**src/rtl/buffer_bus_elastic.sv**
```systemverilog
// Elastic FIFO between two request/acknowledge handshake buses.
// PHASES selects return-to-zero (4) or transition (2) signalling on both sides.
module buffer_bus_elastic #(
  parameter int unsigned WIDTH  = 4,
  parameter int unsigned DEPTH  = 2,
  parameter int unsigned PHASES = 4
) (
  input  logic                       clk,
  input  logic                       rst,
  input  logic [WIDTH-1:0]           a,
  input  logic                       lr_a_i,
  output logic                       la_a_i,
  output logic [WIDTH-1:0]           b,
  output logic                       rr_b_i,
  input  logic                       ra_b_i,
  output logic [$clog2(DEPTH+1)-1:0] count
);

  localparam int unsigned CW       = $clog2(DEPTH + 1);
  localparam int unsigned PW       = (DEPTH > 1) ? $clog2(DEPTH) : 1;
  localparam bit          TwoPhase = (PHASES == 2);

  typedef enum logic [1:0] {StIdle, StReq, StRtz} state_e;

  state_e           state_q, state_d;
  logic [WIDTH-1:0] mem_q [DEPTH];
  logic [PW-1:0]    wr_ptr_q, rd_ptr_q;
  logic [CW-1:0]    count_q, count_d;
  logic             la_q, la_d;
  logic             rr_q, rr_d;
  logic [WIDTH-1:0] b_q, b_d;

  logic pending, accept, ack_idle, offer, pop;

  function automatic logic [PW-1:0] ptr_inc(input logic [PW-1:0] p);
    return (p == PW'(DEPTH - 1)) ? '0 : p + 1'b1;
  endfunction

  // A full buffer refuses new words even when a pop happens on the same edge.
  always_comb begin
    pending  = TwoPhase ? (lr_a_i ^ la_q) : (lr_a_i & ~la_q);
    accept   = pending && (count_q < CW'(DEPTH));
    ack_idle = TwoPhase ? (ra_b_i == rr_q) : ~ra_b_i;
  end

  // State register
  always_ff @(posedge clk or posedge rst) begin
    if (rst) begin
      state_q <= StIdle;
    end else begin
      state_q <= state_d;
    end
  end

  // Next-state logic
  always_comb begin
    state_d = state_q;
    unique case (state_q)
      StIdle:  if ((count_q != '0) && ack_idle) state_d = StReq;
      StReq:   if (pop) state_d = TwoPhase ? StIdle : StRtz;
      StRtz:   if (!ra_b_i) state_d = StIdle;
      default: state_d = StIdle;
    endcase
  end

  // Output / datapath strobes
  always_comb begin
    offer = (state_q == StIdle) && (count_q != '0) && ack_idle;
    pop   = (state_q == StReq) && (TwoPhase ? (ra_b_i == rr_q) : ra_b_i);

    rr_d = rr_q;
    if (offer) begin
      rr_d = TwoPhase ? ~rr_q : 1'b1;
    end else if (pop && !TwoPhase) begin
      rr_d = 1'b0;
    end

    b_d = offer ? mem_q[rd_ptr_q] : b_q;

    la_d = la_q;
    if (accept) begin
      la_d = TwoPhase ? ~la_q : 1'b1;
    end else if (!TwoPhase && !lr_a_i && la_q) begin
      la_d = 1'b0;
    end

    count_d = count_q;
    case ({accept, pop})
      2'b10:   count_d = count_q + 1'b1;
      2'b01:   count_d = count_q - 1'b1;
      default: count_d = count_q;
    endcase
  end

  always_ff @(posedge clk or posedge rst) begin
    if (rst) begin
      wr_ptr_q <= '0;
      rd_ptr_q <= '0;
      count_q  <= '0;
      la_q     <= 1'b0;
      rr_q     <= 1'b0;
      b_q      <= '0;
    end else begin
      if (accept) wr_ptr_q <= ptr_inc(wr_ptr_q);
      if (pop)    rd_ptr_q <= ptr_inc(rd_ptr_q);
      count_q <= count_d;
      la_q    <= la_d;
      rr_q    <= rr_d;
      b_q     <= b_d;
    end
  end

  // Storage contents need no reset; validity is tracked by count.
  always_ff @(posedge clk) begin
    if (accept) mem_q[wr_ptr_q] <= a;
  end

  assign la_a_i = la_q;
  assign rr_b_i = rr_q;
  assign b      = b_q;
  assign count  = count_q;

endmodule
```
**config.mk**
```make
export PLATFORM = sky130hd
export DESIGN_NAME = buffer_bus_elastic
export DESIGN_NICKNAME = d
export VERILOG_FILES = /design/src/rtl/buffer_bus_elastic.sv
export SDC_FILE = /design/constraint.sdc
export NUM_CORES = 1
export LEC_CHECK = 0
export CAP_MARGIN = 20
export CORE_MARGIN = 2
export CORE_UTILIZATION = 51
export CTS_BUF_LIST = sky130_fd_sc_hd__clkbuf_8
export CTS_CLUSTER_DIAMETER = 40
export DETAILED_ROUTE_END_ITERATION = 10
export PLACE_DENSITY = 0.76
export SLEW_MARGIN = 20
export SYNTH_ARGS = -nofsm -noshare
export SYNTH_HDL_FRONTEND = slang
export SYNTH_SLANG_ARGS = --single-unit
```
**constraint.sdc**
```tcl
create_clock -name clk -period 2.15 [get_ports clk]
set_clock_uncertainty 0.2 [all_clocks]
set_input_delay 0.5375 -clock clk [delete_from_list [all_inputs] [get_ports clk]]
set_output_delay 0.5375 -clock clk [all_outputs]
set_load 0.005 [all_outputs]
```
After elaboration in Yosys (flattened, before gate mapping):

Memories as Yosys holds them, arrays and structs flattened. A register that Yosys moved wholly into a read port is not among the register bits.
Cells that the tools add are included.
Widths: inputs -> output; s select.

* flip-flop bits (word level): 8
* output and inout port bits: 8
* RAM bits: 8
* memories kept: 1

Memory list
* mem_q: depth 2, bits a word 4, rd ports 1, clocked after memory_dff 1, wr ports 1, line 26 `logic [WIDTH-1:0] mem_q [DEPTH];`

* mux-type cells: 13
* reduce and logical (&&, ||, !) cells: 13
* add/sub/neg operators: 4
* magnitude comparators: 1
* equal/unequal tests: 7
* bitwise logic cells: 3

Operators by type and width (number)
* $mux 1: 8
* $reduce_bool 2->1: 4
* $logic_and 1x1->1: 6
* $mux 2: 3
* $ne 2x2->1 const B: 3
* $pmux 2 s3: 1
* $eq 2x1->1 const B: 2
* $eq 2x2->1 const B: 2
* $pmux 2 s2: 1
* $reduce_and 3->1: 1
* $add 1x1->1 const B: 2
* $add 2x1->2 const B: 1
* $logic_not 2->1: 1
* $lt 2x2->1 const B: 1
* $not 1->1: 2
* $sub 2x1->2 const B: 1
* $and 1x1->1: 1
* $logic_not 1->1: 1

Logic depth before layout (Yosys ltp):

Gate-level depths: netlist of run 1.

* depth in word-level cells: 5
* gate-level depth with buffers: 6
* mapped depth without buffers: 6

Least setup slack after synthesis of run 1:

No wires, ideal clock.

* kind: input-to-reg
* from: in ra_b_i
* to: reg count_q[1], in the netlist count[1]
* path slack: 0.622 ns
* cell stages on the path: 5
* path buffers: 0
* setup time: 0.079 ns
* arrival: 1.249 ns
* required time: 1.871 ns
* cell sequence: nand3b_1 inv_1 ha_1 nor2_1 xor2_1

* word-level cells in the longest chain between the ends: 3
* elaborated cells between the ends (all ways): 5
* classes of those cells: eq/ne: 2; mux: 1; reduce/logical: 2

Ends and longest elaborated chain
* start: declaration: line 15 `input logic ra_b_i,`
* $logic_and 1x1->1 *: line 69 `pop = (state_q == StReq) && (TwoPhase ? (ra_b_i == rr_q) : ra_b_i);`
* via pop: line 33 `logic pending, accept, ack_idle, offer, pop;`
* $eq 2x1->1 / $eq 2x2->1 (equally long branches): line 88 `case ({accept, pop})`
* $pmux 2 s2 / $reduce_bool 2->1 (equally long branches)
* end signal: assignment: line 106 `count_q <= count_d;`
* end: declaration: line 28 `logic [CW-1:0] count_q, count_d;`

The timed path passes the listed nets; every way through them passes the cells marked *.
A chain may end at the register's enable or synchronous reset.

Final worst setup path of run 1:

* from: reg count_q[1], in the netlist count[1]
* to: out count[1]

RTL lines
* end: declaration: line 16 `output logic [$clog2(DEPTH+1)-1:0] count`

No word-level cell between the ends.

==> results summary, run 1 <==
The worst relative slew slack is between 60 and 70%. The number of iterations in the first detailed-routing pass came out at 3. The remaining antenna violation count after routing came out at 0. Setup slack on the worst reg-to-reg path comes out at between 0.4 and 0.5 ns. The core area came out at around 1500 µm². The worst setup path is captured at a primary output. The power dissipated by switching net loads came out at 384.8 µW. The worst setup path is launched from a flop. The number of hold-slack violations in the final timing report came out at 0.

After synthesis, the most frequently instantiated cells are sky130_fd_sc_hd__dfrtp_1 (12), sky130_fd_sc_hd__edfxtp_1 (8), sky130_fd_sc_hd__mux2_1 (4), sky130_fd_sc_hd__mux2_2 (4), sky130_fd_sc_hd__xnor2_1 (4). The data required time of the worst path came out at about 1.4 ns. The total global-route track usage is ~16%. The number of antenna repair diodes came out at 0. The share of the cycle needed by the critical path after routing came out at a little over nine tenths. In the routed design, unresolved DRC markers number 0. Of the post-synthesis cell area, the dominant cell type holds roughly two fifths. The post-detailed-route via-to-cell ratio came out at ~5.2. Sorting the synthesized cells by area gives the leading types as sky130_fd_sc_hd__dfrtp_1 (38%), sky130_fd_sc_hd__edfxtp_1 (31%), sky130_fd_sc_hd__mux2_1 (5.7%), sky130_fd_sc_hd__mux2_2 (5.7%), sky130_fd_sc_hd__xnor2_1 (4.5%). The final setup TNS is 0 ns. The cell family contributing the most delay on the critical path is buffers and inverters. Summing all non-filler instances in the final layout gives an area of between 1000 and 1500 µm². The cell-internal power is between 900 and 1000 µW. Averaged over all synthesized cells, the footprint is around 15 µm². Of the total power, the share spent switching nets is ~28%.

The final-layout fill cell count came out at 120. In this run the horizontal extent of the chip is 43.25 µm. Walking the worst path, the cells encountered are clkdlybuf4s50_1. The number of failing setup endpoints in the final timing report is 0. In this run the count of I/O pins placed on the die edge is 16.

The number of flops mapped to enable cells by yosys is 8. The total of cells resized after clock tree synthesis is 0. The final weighted congestion of routability-driven global placement came out at between 0.6 and 0.7. The number of setup buffers added after CTS is 0.

The number of cells on the worst reg-to-reg path is 5. The root buffer cell is sky130_fd_sc_hd__clkbuf_8. The power density over cell area is roughly 1300 nW/µm².

The worst slack after detailed placement is about 0.028 ns. The number of sinks driven by the clock tree is 20. The critical path launch point is count[1]$_DFFE_PP0P_. TritonCTS built the clock tree.

Based on the critical path, the design can be clocked at up to 494.9 MHz. Entering global routing, the biggest net connects 13 pins. Clock latency on the worst-skew pair, taken at its later pin, is ~0.25 ns.

The startpoint identified for the worst hold timing path is rr_b_i$_DFFE_PP0P_. The area used by multi-input combinational logic is between 200 and 250 µm². The count of nets after finishing is 82. For this design, the CTS-stage hold fixing added 0 buffers. No sink is reached through more buffers than the 2 on the longest clock path. The final critical path time including I/O delays and setup came out at between 2 and 2.5 ns. The via count of the first global-routing pass came out at roughly 510.

The total of flip-flops plus latches after synthesis is 20. The post-route netlist has 15.28% of its cells at a drive strength greater than 1. The leading cell type by number of instances after synthesis is sky130_fd_sc_hd__dfrtp_1. Row generation in the floorplan step produced 14 rows. The number of standard cells after synthesis came out at between 50 and 60. The synthesized design spends more area on one cell type than any other, namely sky130_fd_sc_hd__dfrtp_1. The cell area after synthesis came out at 785.8 µm².

Summing the sequential cell areas from Yosys gives between 60% and 70% of the chip area. The critical path's largest stage delay came out at about 0.55 ns. The violation count after the first detailed-routing iteration is 2.

The mean routed wirelength per cell came out at roughly 15 µm. For this configuration, the core starts out at a cell density of 53.40%. The leftover overflow at the end of global routing is 0. The worst hold path belongs to the class reg2reg. Once placement finished, the instance area stood at approximately 960 µm². Across the run, the number of max-cap violations was 0. The synthesized net count is 61. Setup repair after global routing left no endpoint under its margin. The share of total power in sequential cells is a little under half. The count of yosys warnings during synthesis is 0. The quantity of I/O buffers inserted on ports came out at 15. The first-pass GRT wire length is 2.173 mm. The leakage power came out at about 0.00042 µW. The run finished with clean final reports. The worst-case IR drop observed on VDD is between 0.7 and 0.8 mV. The number of H-tree levels is 1.

The part of the power in combinational logic came out at 31.9%. Data on the critical path arrives at its endpoint at 1.28 ns. The overall power after layout is 1364 µW. The clock network accounts for 20.5% of the total power.

Yosys mapped the design onto 17 distinct sky130hd cell types. The number of CTS-inserted buffers is 3. The final-report max-slew violation count came to 0.

The via count came out at roughly 460. The sequential cell area is 540.5 µm². The type of the worst setup path is reg2out. Counting both buffers and inverters, the worst setup path holds a total of 1.

The most used flip-flop cell after synthesis is sky130_fd_sc_hd__dfrtp_1. The slowest stage cell on the critical path is sky130_fd_sc_hd__clkdlybuf4s50_1. The area growth from synthesis to layout is 29.62%. The startpoint identified for the worst register-to-register timing path is count[1]$_DFFE_PP0P_. Of all flip-flops after synthesis, the portion carrying an async set or reset was approximately three fifths. The utilization after layout came out at between 60% and 70%. After clock tree synthesis, the clock-pin slew on the worst setup and hold paths is 0.07 ns.

The die covers between 1500 and 2000 µm². The critical path endpoint is count[1]. The die extent in y is about 43 µm. In this run the critical register-to-register path is captured at count[1]$_DFFE_PP0P_. The instance count on the critical path came out at 1. The biggest fanout along the worst timing path came out at 6. Detailed placement finished with a half-perimeter wire length of 944.7 µm.

The total wire length is 1.301 mm. For the pin with the worst max-slew slack, the measured transition is around 0.46 ns. The worst path setup slack after routing is about 0.13 ns. The initial antenna violation count came out at 0.
metal layers:
metal  track usage [%]  vias to the layer above  wire length (µm)
li1                  -                      219                 -
met1             21.43                      224               589
met2             26.87                       14               640
met3             2.979                        2                65
met4             5.455                        0                 6
met5                 0                        -                 0
cells by family (layout without fill, tap and decap cells):
| logic type | after synthesis | count (layout) | synth area share, % |
|---|---|---|---|
| AO/OA/AOI/OAI | 2 | 2 | 2.071 |
| XOR/XNOR | 6 | 6 | 6.688 |
| adder cells (fa/ha/maj) | 1 | 1 | 1.592 |
| buffers and inverters | 3 | 23 | 1.433 |
| flip-flops | 20 | 20 | 68.79 |
| multiplexers | 8 | 8 | 11.46 |
| AND/OR/NAND/NOR | 12 | 12 | 7.963 |
how the worst min path moves through the flow:
| stage | endpoint | slack (ns) | cells after the start |
|---|---|---|---|
| floorplan | b[0]$_DFFE_PP0P_ | 0.20 | 1 |
| global placement | rr_b_i$_DFFE_PP0P_ | 0.27 | 2 |
| detailed placement | rr_b_i$_DFFE_PP0P_ | 0.28 | 2 |
| CTS | rr_b_i$_DFFE_PP0P_ | 0.30 | 2 |
| global route | b[0]$_DFFE_PP0P_ | 0.32 | 1 |
| finish | rr_b_i$_DFFE_PP0P_ | 0.29 | 2 |
cell usage in the layout (no fill, tap or decap), types with 2 or more instances in the layout:
cell                              Yosys  routed
sky130_fd_sc_hd__nor3_1               2       2
sky130_fd_sc_hd__nand2_1              3       3
sky130_fd_sc_hd__clkdlybuf4s50_1      0      15
sky130_fd_sc_hd__xor2_1               2       2
sky130_fd_sc_hd__xnor2_1              4       4
sky130_fd_sc_hd__mux2_2               4       4
sky130_fd_sc_hd__edfxtp_1             8       8
sky130_fd_sc_hd__inv_1                3       3
sky130_fd_sc_hd__clkbuf_8             0       4
sky130_fd_sc_hd__mux2_1               4       4
sky130_fd_sc_hd__nor2_1               3       3
sky130_fd_sc_hd__dfrtp_1             12      12
area by class of cell:
class | instances | area share (%)
Multi-Input combinational cell | 29 | 22.97
Inverter | 3 | 1.106
Tap cell | 16 | 1.966
Clock buffer | 4 | 5.405
Timing Repair Buffer | 16 | 15.48
Sequential cell | 20 | 53.07
state kept, by name, indices dropped and copies added, names as in the netlist:
signal	cells
wr_ptr_q	1
rd_ptr_q	1
b	4
mem_q	8
count	2
rr_b_i	1
state_q	2
la_a_i	1
power groups by stage:
| stage | Clock [µW] | Combinational [µW] | Sequential (µW) |
|---|---|---|---|
| finish | 279 | 435 | 650 |
| detailed placement | 0 | 443 | 659 |
| global placement | 0 | 428 | 653 |
| global route | 302 | 481 | 668 |
| floorplan | 0 | 229 | 642 |
| CTS | 284 | 443 | 653 |
through the flow:
| stage | cells | hold WS, ns |
|---|---|---|
| global route | 88 | 0.3169 |
| detailed placement | 84 | 0.2777 |
| floorplan | 52 | 0.2022 |
| CTS | 88 | 0.2954 |
| finish | 88 | 0.2895 |
| global placement | 84 | 0.2655 |
Power figures use the tool's default switching activity.
==> inputs of run 2 (changes only) <==
--- a/config.mk
+++ b/config.mk
@@ -17,2 +17,3 @@
 export SYNTH_HDL_FRONTEND = slang
 export SYNTH_SLANG_ARGS = --single-unit
+export TNS_END_PERCENT = 10
==> constraint.sdc (replaced) <==
create_clock -name clk -period 2.15 [get_ports clk]
set_clock_uncertainty 0.2 [all_clocks]
set_input_delay 0.5375 -clock clk [delete_from_list [all_inputs] [get_ports clk]]
set_output_delay 0.5375 -clock clk [all_outputs]
set_load 0.1 [all_outputs]
==> run 2 against run 1 <==
Final cell count is the same. Die area is the same. Clock-buffer cell count shrank 1. First-iteration DRC count grew 50%. Wire length grew 5.1%. Worst hold slack gained 0.012 ns. Setup slack gained 0.15 ns. Global-route usage grew 2.3 points. Flip-flop and latch count is the same. Non-clock buffer count is the same. Register-to-register slack lost 0.03 ns. Critical endpoint is now count[1]$_DFFE_PP0P_.
==> results summary, run 2 (synthesis gave the netlist of run 1 again) <==
The number of hold-slack violations in the final timing report came out at 0 (unchanged). The slowest stage cell on the critical path was sky130_fd_sc_hd__clkdlybuf4s50_1 (unchanged). The maximum achievable frequency was 534.3 MHz (was 494.9 MHz). The floorplan row count came out at 14 (unchanged).

The first-pass GRT wire length is 2.304 mm (was 2.173 mm). The met1 routing resource usage after global routing came out at 23.63% (was 21.43%). The total of cells resized after clock tree synthesis is 0 (unchanged). The via count came out at 461 (was 459). The floorplan die area came to 1871 µm² (unchanged). The area growth from synthesis to layout was 41.88% (was 29.62%).

The initial standard-cell utilization of the core came out at 53.40% (unchanged). The critical path endpoint is count[1]$_DFFE_PP0P_ (was count[1]). The clock slew seen by the registers of the worst setup and hold paths was 0.08 ns (was 0.07 ns). The class of the tightest hold or removal check is reg2reg (unchanged). The leftover overflow at the end of global routing came out at 0 (unchanged). The data required time of the worst path came to 2.13 ns (was 1.41 ns). The critical path startpoint category is an input port (was flop). The most common cell after layout, fill and taps aside is sky130_fd_sc_hd__dfrtp_1 (was sky130_fd_sc_hd__clkdlybuf4s50_1). The most flop-heavy register was mem_q (unchanged). The clock network latency to the later pin of the worst-skew pair came out at 0.26 ns (was 0.25 ns). The number of CTS-inserted buffers is 3 (unchanged).

The number of failing setup endpoints in the final timing report came to 0 (unchanged). The number of maximum-capacitance violations is 0 (unchanged). The number of iterations in the first detailed-routing pass was 2 (was 3). Most used cells in the layout excluding fill and tap cells: sky130_fd_sc_hd__dfrtp_1 (12), sky130_fd_sc_hd__edfxtp_1 (8), sky130_fd_sc_hd__buf_12 (8) (was sky130_fd_sc_hd__clkdlybuf4s50_1 (15), sky130_fd_sc_hd__dfrtp_1 (12), sky130_fd_sc_hd__edfxtp_1 (8)). The type of element capturing the critical path is a flop (was primary output). The post-detailed-route via-to-cell ratio is 5.239 (was 5.216).

The worst flop-to-flop path startpoint was count[1]$_DFFE_PP0P_ (unchanged). The share of layout cells above drive strength 1 was 26.39% (was 15.28%). The die extent in y came to 43.25 µm (unchanged).

The total wire length was 1.368 mm (was 1.301 mm). The final weighted congestion of routability-driven global placement came to 0.6998 (was 0.6669). The number of buffers added to fix hold violations after cts is 0 (unchanged). The core area came to 1471 µm² (unchanged).

The number of antenna repair diodes was 0 (unchanged). The biggest fanout along the worst timing path came out at 4 (was 6). Critical path, cell by cell: clkdlybuf4s50_1 -> nand3b_1 -> inv_1 -> ha_1 -> nor2_1 -> xor2_1 (was clkdlybuf4s50_1). The number of flip-flops under the largest register name is 8 (unchanged).

The mean routed wirelength per cell is 15.55 µm (was 14.78 µm). The arrival time of the worst setup path is 1.85 ns (was 1.28 ns). The clock tree from TritonCTS was done (unchanged). The final-report max-slew violation count is 0 (unchanged). The critical path launch point is ra_b_i (was count[1]$_DFFE_PP0P_). The end of the worst register-to-register path is count[1]$_DFFE_PP0P_ (unchanged).

The via count of the first global-routing pass came out at 498 (was 507). The worst relative slew slack is 68.96% (was 69.08%). The met3 track demand over resource is 6.809% (was 2.979%). The final critical path time including I/O delays and setup came out at 1.872 ns (was 2.021 ns).

The critical path's largest stage delay is 0.54 ns (was 0.55 ns). The most crowded layer after global routing is met2 (unchanged). The number of H-tree levels came out at 1 (unchanged). The overall die width came out at 43.25 µm (unchanged). The share of the cycle needed by the critical path after routing came to 87.05% (was 93.99%). The met2 routing resource usage after global routing was 27.76% (was 26.87%). The half-perimeter wire length of the detailed placement result is 1.019 mm (was 944.7 µm). The type of the worst setup path is in2reg (was reg2out). The initial antenna violation count came out at 0 (unchanged). The count of cells along the worst register-to-register path is 5 (unchanged). The number of instances in the placed design came out at 84 (unchanged).

The quantity of I/O buffers inserted on ports is 15 (unchanged). The number of buffers on the longest clock path came out at 2 (unchanged). The violation count after the first detailed-routing iteration came out at 3 (was 2).

The total global-route track usage came out at 18.53% (was 16.23%). The count of nets after finishing was 82 (unchanged). The final setup TNS is 0 ns (unchanged). The non-filler instance count after layout came out at 88 (unchanged).

The number of sinks driven by the clock tree came out at 20 (unchanged). The transition time at the pin with the least slew margin is 0.4651 ns (was 0.4633 ns). The final-layout fill cell count came out at 95 (was 120). The root buffer cell was sky130_fd_sc_hd__clkbuf_8 (unchanged). The number of setup buffers added after CTS was 0 (unchanged).

The remaining antenna violation count after routing came out at 0 (unchanged). The flop-to-flop setup slack came out at 0.44 ns (was 0.47 ns). The number of DRC violations after detailed routing is 0 (unchanged). The largest net degree at the start of global routing is 13 (unchanged).

Run status: finished clean (unchanged). Unrepaired setup endpoints after global routing: false (unchanged). The I/O pin count was 16 (unchanged).
## run 2: cell count changes in the layout (fill, tap and decap cells not counted)
cell,previous run,this run
sky130_fd_sc_hd__buf_12,0,8
sky130_fd_sc_hd__clkdlybuf4s50_1,15,7
sky130_fd_sc_hd__bufinv_16,0,1
sky130_fd_sc_hd__clkbuf_8,4,3
## run 2: how the worst min path moves through the flow
stage	cells past startpoint	slack, ns	end	from
2_1_floorplan	1	0.20	b[0]$_DFFE_PP0P_	rst
3_3_place_gp	1	0.28	wr_ptr_q$_DFFE_PP0P_	wr_ptr_q$_DFFE_PP0P_
3_5_place_dp	1	0.28	wr_ptr_q$_DFFE_PP0P_	wr_ptr_q$_DFFE_PP0P_
4_1_cts	1	0.30	wr_ptr_q$_DFFE_PP0P_	wr_ptr_q$_DFFE_PP0P_
5_1_grt	1	0.33	wr_ptr_q$_DFFE_PP0P_	wr_ptr_q$_DFFE_PP0P_
6_report	1	0.30	wr_ptr_q$_DFFE_PP0P_	wr_ptr_q$_DFFE_PP0P_
## run 2: worst max-delay path, delay by kind of cell
family	cells	cell delay, ns
XOR/XNOR	1	0.17
buffers and inverters	2	0.63
adder cells (fa/ha/maj)	1	0.24
AND/OR/NAND/NOR	2	0.26
## run 2: through the flow
| step | setup slack [ns] | utilization, % | cell area (µm²) | hold WS (ns) |
|---|---|---|---|---|
| global route | 0.1699 | 75.77 | 1115 | 0.3307 |
| CTS | 0.2526 | 75.77 | 1115 | 0.2955 |
| detailed placement | 0.001563 | 70.92 | 1044 | 0.2811 |
| floorplan | 0.05130 | - | 785.8 | 0.2022 |
| finish | 0.2784 | 75.77 | 1115 | 0.3019 |
| global placement | 0.1004 | 70.92 | 1044 | 0.2826 |
## run 2: final cells by class
class	instances	area [µm²]	share of cell area, %
tap	16	20.02	1.796
clock buffer	3	41.29	3.704
timing repair buffer	16	237.7	21.32
multi-input combinational	29	234.0	20.99
sequential	20	540.5	48.48
inverter	3	11.26	1.010
clock inverter	1	30.03	2.694
## run 2: routing by layer
metal  up-vias  routed length [µm]
met3         5                  86
met4         0                  30
met2        15                 665
met5         -                   0
met1       222                 586
li1        219                   -
Power of run 2 is not shown: default switching activity piles up to over one toggle a cycle in this logic, so the estimate is an artifact.
==> inputs of run 3 (changes only) <==
Settings changed: CELL_PAD_IN_SITES_DETAIL_PLACEMENT set to 1, CELL_PAD_IN_SITES_GLOBAL_PLACEMENT set to 1, CORE_UTILIZATION 51 to 42, PLACE_DENSITY 0.76 to 0.77.
==> run 3 against run 2 <==
Critical path depth increased by 1. Die area up 19%. Global-route usage fell by 3.6 points. Worst hold slack gained 0.0099 ns. First-iteration DRC count down 33%. Final area down 1.7%. Setup slack worse by 0.016 ns. Critical path type unchanged. Largest cell class unchanged.
==> results summary, run 3 (synthesis gave the netlist of run 1 again) <==
The post-route cell area came out at 1096 µm² (was 1115 µm²). The largest net degree at the start of global routing came out at 13 (unchanged). Unrepaired setup endpoints after global routing: false (unchanged). The total global-route track usage came to 14.94% (was 18.53%).

The count of cells along the worst register-to-register path is 6 (was 5). The initial antenna violation count came to 0 (unchanged). The mean routed wirelength per cell is 14.15 µm (was 15.55 µm).

The initial standard-cell utilization of the core came out at 45.02% (was 53.40%). The violation count after the first detailed-routing iteration came to 2 (was 3). The number of flip-flops under the largest register name is 8 (unchanged). The total wire length is 1.358 mm (was 1.368 mm). The leftover overflow at the end of global routing came to 0 (unchanged). The highest routed metal layer is met4 (unchanged). The via count of the first global-routing pass is 478 (was 498). The type of the worst setup path was in2reg (unchanged). The post-detailed-route via-to-cell ratio came out at 4.781 (was 5.239). The arrival time of the worst setup path is 1.81 ns (was 1.85 ns).

The instance count on the critical path was 7 (was 6). The startpoint of the tightest hold check path is wr_ptr_q$_DFFE_PP0P_ (unchanged). The most flop-heavy register is mem_q (unchanged).

The count of buffering cells on the critical path with inverters included is 2 (unchanged). The die extent in y is 47.26 µm (was 43.25 µm). The critical path's largest stage delay is 0.55 ns (was 0.54 ns). The number of iterations in the first detailed-routing pass is 2 (unchanged).

The number of antenna repair diodes is 0 (unchanged). The biggest fanout along the worst timing path is 4 (unchanged). The final setup TNS is 0 ns (unchanged). The number of cells on the worst hold path was 1 (unchanged). The number of CTS-inserted buffers came out at 3 (unchanged). The maximum achievable frequency came out at 529.8 MHz (was 534.3 MHz).

Critical path, cell by cell: clkdlybuf4s50_1 -> nand3b_1 -> inv_1 -> ha_1 -> xnor2_1 -> nor2_1 -> xor2_1 (was clkdlybuf4s50_1 -> nand3b_1 -> inv_1 -> ha_1 -> nor2_1 -> xor2_1). The number of buffers on the longest clock path is 2 (unchanged). The post-route met1 wirelength was 632 µm (was 586 µm). The half-perimeter wire length of the detailed placement result is 983.7 µm (was 1.019 mm).

The transition time at the pin with the least slew margin is 0.4955 ns (was 0.4651 ns). The core area is 1745 µm² (was 1471 µm²). The clock tree from TritonCTS was done (unchanged). The data required time of the worst path came out at 2.08 ns (was 2.13 ns). The flop-to-flop setup slack is 0.44 ns (about the same). The number of DRC violations after detailed routing is 0 (unchanged).

The total met3 wirelength after detailed routing is 52 µm (was 86 µm). The number of setup buffers added after CTS came to 0 (unchanged). The number of maximum-capacitance violations came out at 0 (unchanged).

The clock slew seen by the registers of the worst setup and hold paths came out at 0.07 ns (was 0.08 ns). The first-pass GRT wire length was 2.076 mm (was 2.304 mm). The worst flop-to-flop path startpoint is count[1]$_DFFE_PP0P_ (unchanged). The number of hold-slack violations in the final timing report is 0 (unchanged).

The sink of the worst hold path was wr_ptr_q$_DFFE_PP0P_ (unchanged). Most used cells in the layout excluding fill and tap cells: sky130_fd_sc_hd__dfrtp_1 (12), sky130_fd_sc_hd__edfxtp_1 (8), sky130_fd_sc_hd__buf_12 (8) (unchanged). The final weighted congestion of routability-driven global placement came out at 0.6648 (was 0.6998). The critical path startpoint category is an input port (unchanged). The via count came out at 459 (was 461). The number of failing setup endpoints in the final timing report came out at 0 (unchanged).

The count of nets after finishing is 82 (unchanged). The area after detailed placement was 1055 µm² (was 1044 µm²). The final-report max-slew violation count is 0 (unchanged).

The clock network latency to the later pin of the worst-skew pair is 0.25 ns (was 0.26 ns). Run status: finished clean (unchanged). The share of layout cells above drive strength 1 came out at 25.35% (was 26.39%). The type of element capturing the critical path is a flop (unchanged). The number of sinks driven by the clock tree is 20 (unchanged). The slowest stage cell on the critical path is sky130_fd_sc_hd__clkdlybuf4s50_1 (unchanged). The class of the tightest hold or removal check is reg2reg (unchanged). The most common cell after layout, fill and taps aside is sky130_fd_sc_hd__dfrtp_1 (unchanged).

The overall die width came out at 47.26 µm (was 43.25 µm). The final critical path time including I/O delays and setup came to 1.888 ns (was 1.872 ns). The floorplan die area is 2233 µm² (was 1871 µm²).

The area growth from synthesis to layout came out at 39.49% (was 41.88%). The share of the cycle needed by the critical path after routing was 87.79% (was 87.05%). The wire length on met2 came to 626 µm (was 665 µm). The quantity of I/O buffers inserted on ports is 15 (unchanged). The remaining antenna violation count after routing is 0 (unchanged).

The number of buffers added to fix hold violations after cts is 0 (unchanged). The worst relative slew slack came to 66.93% (was 68.96%). The largest delay contributor family on the critical path is buffers and inverters (unchanged). The I/O pin count came out at 16 (unchanged). The number of H-tree levels is 1 (unchanged).

The end of the worst register-to-register path was count[1]$_DFFE_PP0P_ (unchanged). The floorplan row count came out at 15 (was 14). The root buffer cell was sky130_fd_sc_hd__clkbuf_8 (unchanged). The total of cells resized after clock tree synthesis came out at 0 (unchanged).
run 3: worst register-to-register path, cell delays in order, from the launching register on:
cell and delay (ns):
sky130_fd_sc_hd__dfrtp_1 0.48, sky130_fd_sc_hd__nor2_1 0.17, sky130_fd_sc_hd__nand2_1 0.11, sky130_fd_sc_hd__ha_1 0.23, sky130_fd_sc_hd__xnor2_1 0.17, sky130_fd_sc_hd__nor2_1 0.07
sky130_fd_sc_hd__xor2_1 0.14
run 3: worst max path at each step:
stage | startpoint | end | slack (ns)
2_1_floorplan | count[1]$_DFFE_PP0P_ | count[1]$_DFFE_PP0P_ | 0.05
3_3_place_gp | ra_b_i | count[1]$_DFFE_PP0P_ | 0.07
3_5_place_dp | ra_b_i | count[1]$_DFFE_PP0P_ | 0.0002
4_1_cts | ra_b_i | count[1]$_DFFE_PP0P_ | 0.24
5_1_grt | ra_b_i | count[1]$_DFFE_PP0P_ | 0.18
6_report | ra_b_i | count[1]$_DFFE_PP0P_ | 0.26
run 3: layer usage:
layer	vias to the layer above	global-route usage [%]
li1	217	-
met1	225	17.40
met2	13	22.70
met3	4	3.462
met4	0	13.33
met5	-	0
run 3: metrics by stage:
| stage | setup WS (ns) | utilization (%) | hold slack, ns | cells |
|---|---|---|---|---|
| 2_1_floorplan | 0.05130 | - | 0.2022 | 52 |
| 3_3_place_gp | 0.06944 | 60.43 | 0.2771 | 93 |
| 3_5_place_dp | 0.0001747 | 60.43 | 0.2976 | 93 |
| 4_1_cts | 0.2444 | 62.80 | 0.3112 | 96 |
| 5_1_grt | 0.1842 | 62.80 | 0.3256 | 96 |
| 6_report | 0.2625 | 62.80 | 0.3117 | 96 |
run 3: final cells by class:
cell class	instances	area (µm²)
Fill cell	176	649.4
Sequential cell	20	540.5
Timing Repair Buffer	16	237.7
Multi-Input combinational cell	29	234.0
Clock buffer	3	41.29
Tap cell	25	31.28
Inverter	3	11.26
Power of run 3 is left out for the same reason.
==> RTL edit 1, RTL diff (flow settings as in run 2) <==
Re-encode `state_e` (3 states) as one-hot, 3 bits wide.
--- a/src/rtl/buffer_bus_elastic.sv
+++ b/src/rtl/buffer_bus_elastic.sv
@@ -20,7 +20,7 @@
   localparam int unsigned PW       = (DEPTH > 1) ? $clog2(DEPTH) : 1;
   localparam bit          TwoPhase = (PHASES == 2);
 
-  typedef enum logic [1:0] {StIdle, StReq, StRtz} state_e;
+  typedef enum logic [2:0] {StIdle = 3'b001, StReq = 3'b010, StRtz = 3'b100} state_e;
 
   state_e           state_q, state_d;
   logic [WIDTH-1:0] mem_q [DEPTH];
Formal check against the unedited RTL: same outputs for any inputs over 10 cycles, from zero or initial values and one cycle with rst high; not proved beyond that.
==> RTL edit 1 against run 2 <==
- synthesized area rose by 11%
- critical path type unchanged
- via count rose by 9.1%
- critical endpoint unchanged
- sequential cell count grew 1
- setup slack got worse by 0.063 ns
- wire length rose by 8.2%
- fmax decreased by 3.3%
- final area grew 6.2%
Power is left out: the tool's default activity adds up to more than one toggle a clock period on the data nets, which glitch-free logic cannot reach.
==> RTL edit 1: results <==
set metrics [dict create \
    status "finished clean" \
    nNetsFinal 88 \
    wl_per_cell_microns 15.74 \
    grt_max_degree 14 \
    nFillCells 91 \
    clk_latency_ns 0.26 \
    firstDrtPassIters 4 \
    grt_pass1_vias 550 \
    gp_congestion 0.7631 \
    path_max_fanout 3 \
    cts-root-buf "clkbuf_8" \
    synth_cell_types 23 \
    postSynth.asyncResetShare_pct 61.90 \
    first_iter_violations 8 \
    drive_gt1_share_pct 29.49 \
    worst_pin_slew_ns 0.4879 \
    hpwl_microns 1096 \
    synthTopCellsByArea "dfrtp_1 34%, edfxtp_1 28%, mux2_4 6.9%" \
    grt_pass1_wl_microns 2546 \
    yosysSeqAreaShare_pct 64.99 \
    arrival_ns 1.93 \
    clk_pin_slew_ns 0.08 \
    cts_resized 0 \
    synth.net_count 66 \
    synthTopCellsByCount "12 x dfrtp_1, 8 x edfxtp_1, 5 x nor2_1" \
    via_per_inst 5.351 \
]
[RTL edit 1: stage by stage]
step / cells / setup slack [ns] / setup TNS, ns / utilization, %
global placement: 90 / -0.001749 / -0.002382 / 72.95
floorplan: 57 / 0.05546 / 0 / -
detailed placement: 90 / -0.09563 / -0.2287 / 72.95
CTS: 94 / 0.1969 / 0 / 75.92
finish: 94 / 0.2150 / 0 / 75.92
global route: 94 / 0.07858 / 0 / 75.92
[RTL edit 1: layout make-up]
class | count | area share, %
clock inverters | 1 | 0.4228
inverters | 3 | 0.9514
well taps | 16 | 1.691
flip-flops and latches | 21 | 47.89
clock buffers | 3 | 3.488
repair buffers | 17 | 20.72
multi-input cells | 33 | 24.84
[RTL edit 1: cell families (layout without fill, tap and decap cells)]
kind of cell | Yosys count | in the layout | synth area share, %
multiplexers | 8 | 8 | 12.05
XOR/XNOR | 5 | 5 | 5.022
adder cells (fa/ha/maj) | 1 | 1 | 1.434
AND/OR/NAND/NOR | 12 | 12 | 9.470
flip-flops | 21 | 21 | 64.99
AO/OA/AOI/OAI | 7 | 7 | 5.739
buffers and inverters | 3 | 24 | 1.291
[RTL edit 1: final timing paths]
kind | endpoint | slack, ns | start | cells after the start
max in group asynchronous | state_q[0] | 1.01 | rst | 2
min in group asynchronous | state_q[1] | 0.39 | rst | 2
max | count[1] | 0.21 | ra_b_i | 6
min | wr_ptr_q | 0.32 | wr_ptr_q | 1
max reg2reg | count[1] | 0.48 | count[1] | 5
min reg2reg | wr_ptr_q | 0.32 | wr_ptr_q | 1
[RTL edit 1: metal layers]
layer / wire length, microns / global-route usage (%)
met1: 621 / 23.87
met2: 736 / 28.29
met3: 90 / 7.600
met4: 31 / 8.824
met5: 0 / 0
[RTL edit 1: critical path: cells and delay by family]
family	cells	cell delay, ns
simple gates	3	0.41
buf+inv	1	0.55
fa+ha+maj	1	0.28
xor+xnor	1	0.14
==> RTL edit 2, RTL diff (settings of run 2) <==
Made on the original files. Change the parameter `WIDTH` from 4 to 5.
--- a/src/rtl/buffer_bus_elastic.sv
+++ b/src/rtl/buffer_bus_elastic.sv
@@ -1,7 +1,7 @@
 // Elastic FIFO between two request/acknowledge handshake buses.
 // PHASES selects return-to-zero (4) or transition (2) signalling on both sides.
 module buffer_bus_elastic #(
-  parameter int unsigned WIDTH  = 4,
+  parameter int unsigned WIDTH  = 5,
   parameter int unsigned DEPTH  = 2,
   parameter int unsigned PHASES = 4
 ) (
Ports: changed (resized a and b); port bits go from 16 to 18. The function was not compared with the original's and may differ.
==> RTL edit 2 against run 2 <==
- final area grew 13%
- wire length grew 7.0%
- sequential cell count grew 3
- cell count grew 22%
- synthesized area grew 15%
- critical path depth is the same
- setup slack gained 0.024 ns
- critical endpoint unchanged
- highest routed layer unchanged
Power is left out: the tool's default activity adds up to more than one toggle a clock period on the data nets, which glitch-free logic cannot reach.
==> RTL edit 2: results <==
set metrics [dict create \
    synthTopCellsByCount "13 x dfrtp_1, 10 x edfxtp_1, 10 x mux2_2" \
    synth-compound-area-share_pct 1.793 \
    port_buffers 17 \
    reg2reg_depth 6 \
    first_iter_violations 2 \
    drive_gt1_share_pct 32.93 \
    largest_reg_flops 10 \
    yosysSeqAreaShare_pct 68.97 \
    grt_max_degree 14 \
    firstDrtPassIters 3 \
    n_all_inverters 5 \
    reg2reg_slack_ns 0.46 \
    ff_latch_area_sq_um 625.6 \
    synth.net_count 69 \
    synth_warnings 0 \
    status "finished clean" \
    clk_share_pct 3.589 \
    grt_pass1_vias 503 \
    cp-startpoint "lr_a_i" \
    cts.sinks 23 \
    synth_edf_count 10 \
    gp_congestion 0.6628 \
    multi_input_cells 30 \
    via_per_inst 4.822 \
    multi_input_area_sq_um 251.5 \
    nNetsFinal 93 \
    cpPeakStageDelay_ns 0.47 \
    synthTopCellsByArea "dfrtp_1 36%, edfxtp_1 33%, mux2_2 12%" \
    cts-root-buf "clkbuf_8" \
    synth_mux_area_share_pct 12.41 \
    maxSlewHeadroom_pct 66.47 \
    grt_usage_pct 17.54 \
    cts_buffers 3 \
    grt_pass1_wl_microns 2359 \
    reg2reg_from "count[1]" \
    wl_microns 1464 \
    synth_xor_area_share_pct 5.793 \
    clk_pin_slew_ns 0.08 \
    nFillCells 111 \
    hpwl_microns 1104 \
    buffers 20 \
    yosys.area_share.adder_pct 1.379 \
    buf_share_pct 22.53 \
    postSynth.asyncResetShare_pct 56.52 \
]
==> RTL edit 2: changes by cell type after synthesis, sizes merged <==
cell    change
xor2        -1
buf         +1
mux2        +2
inv         +2
and3        -1
edfxtp      +2
nand3       +1
nand2       -1
dfrtp       +1
xnor2       +1
==> RTL edit 2: per-stage QoR <==
step / utilization [%] / hold slack, ns / std cells / cell area (sq um) / setup slack (ns)
finish: 73.48 / 0.3252 / 107 / 1255 / 0.3029
global route: 73.48 / 0.3689 / 107 / 1255 / 0.1841
CTS: 73.48 / 0.3382 / 107 / 1255 / 0.2813
detailed placement: 70.84 / 0.3262 / 103 / 1210 / 0.01119
global placement: 70.84 / 0.2878 / 103 / 1210 / 0.1237
floorplan: - / 0.2145 / 59 / 907.1 / 0.05262
==> RTL edit 2: routing by layer <==
metal	wire, microns	up-vias	track usage (%)
met3	59	4	5.098
met4	36	0	10.29
li1	-	246	-
met1	611	252	21.88
met5	0	-	0
met2	756	14	26.94
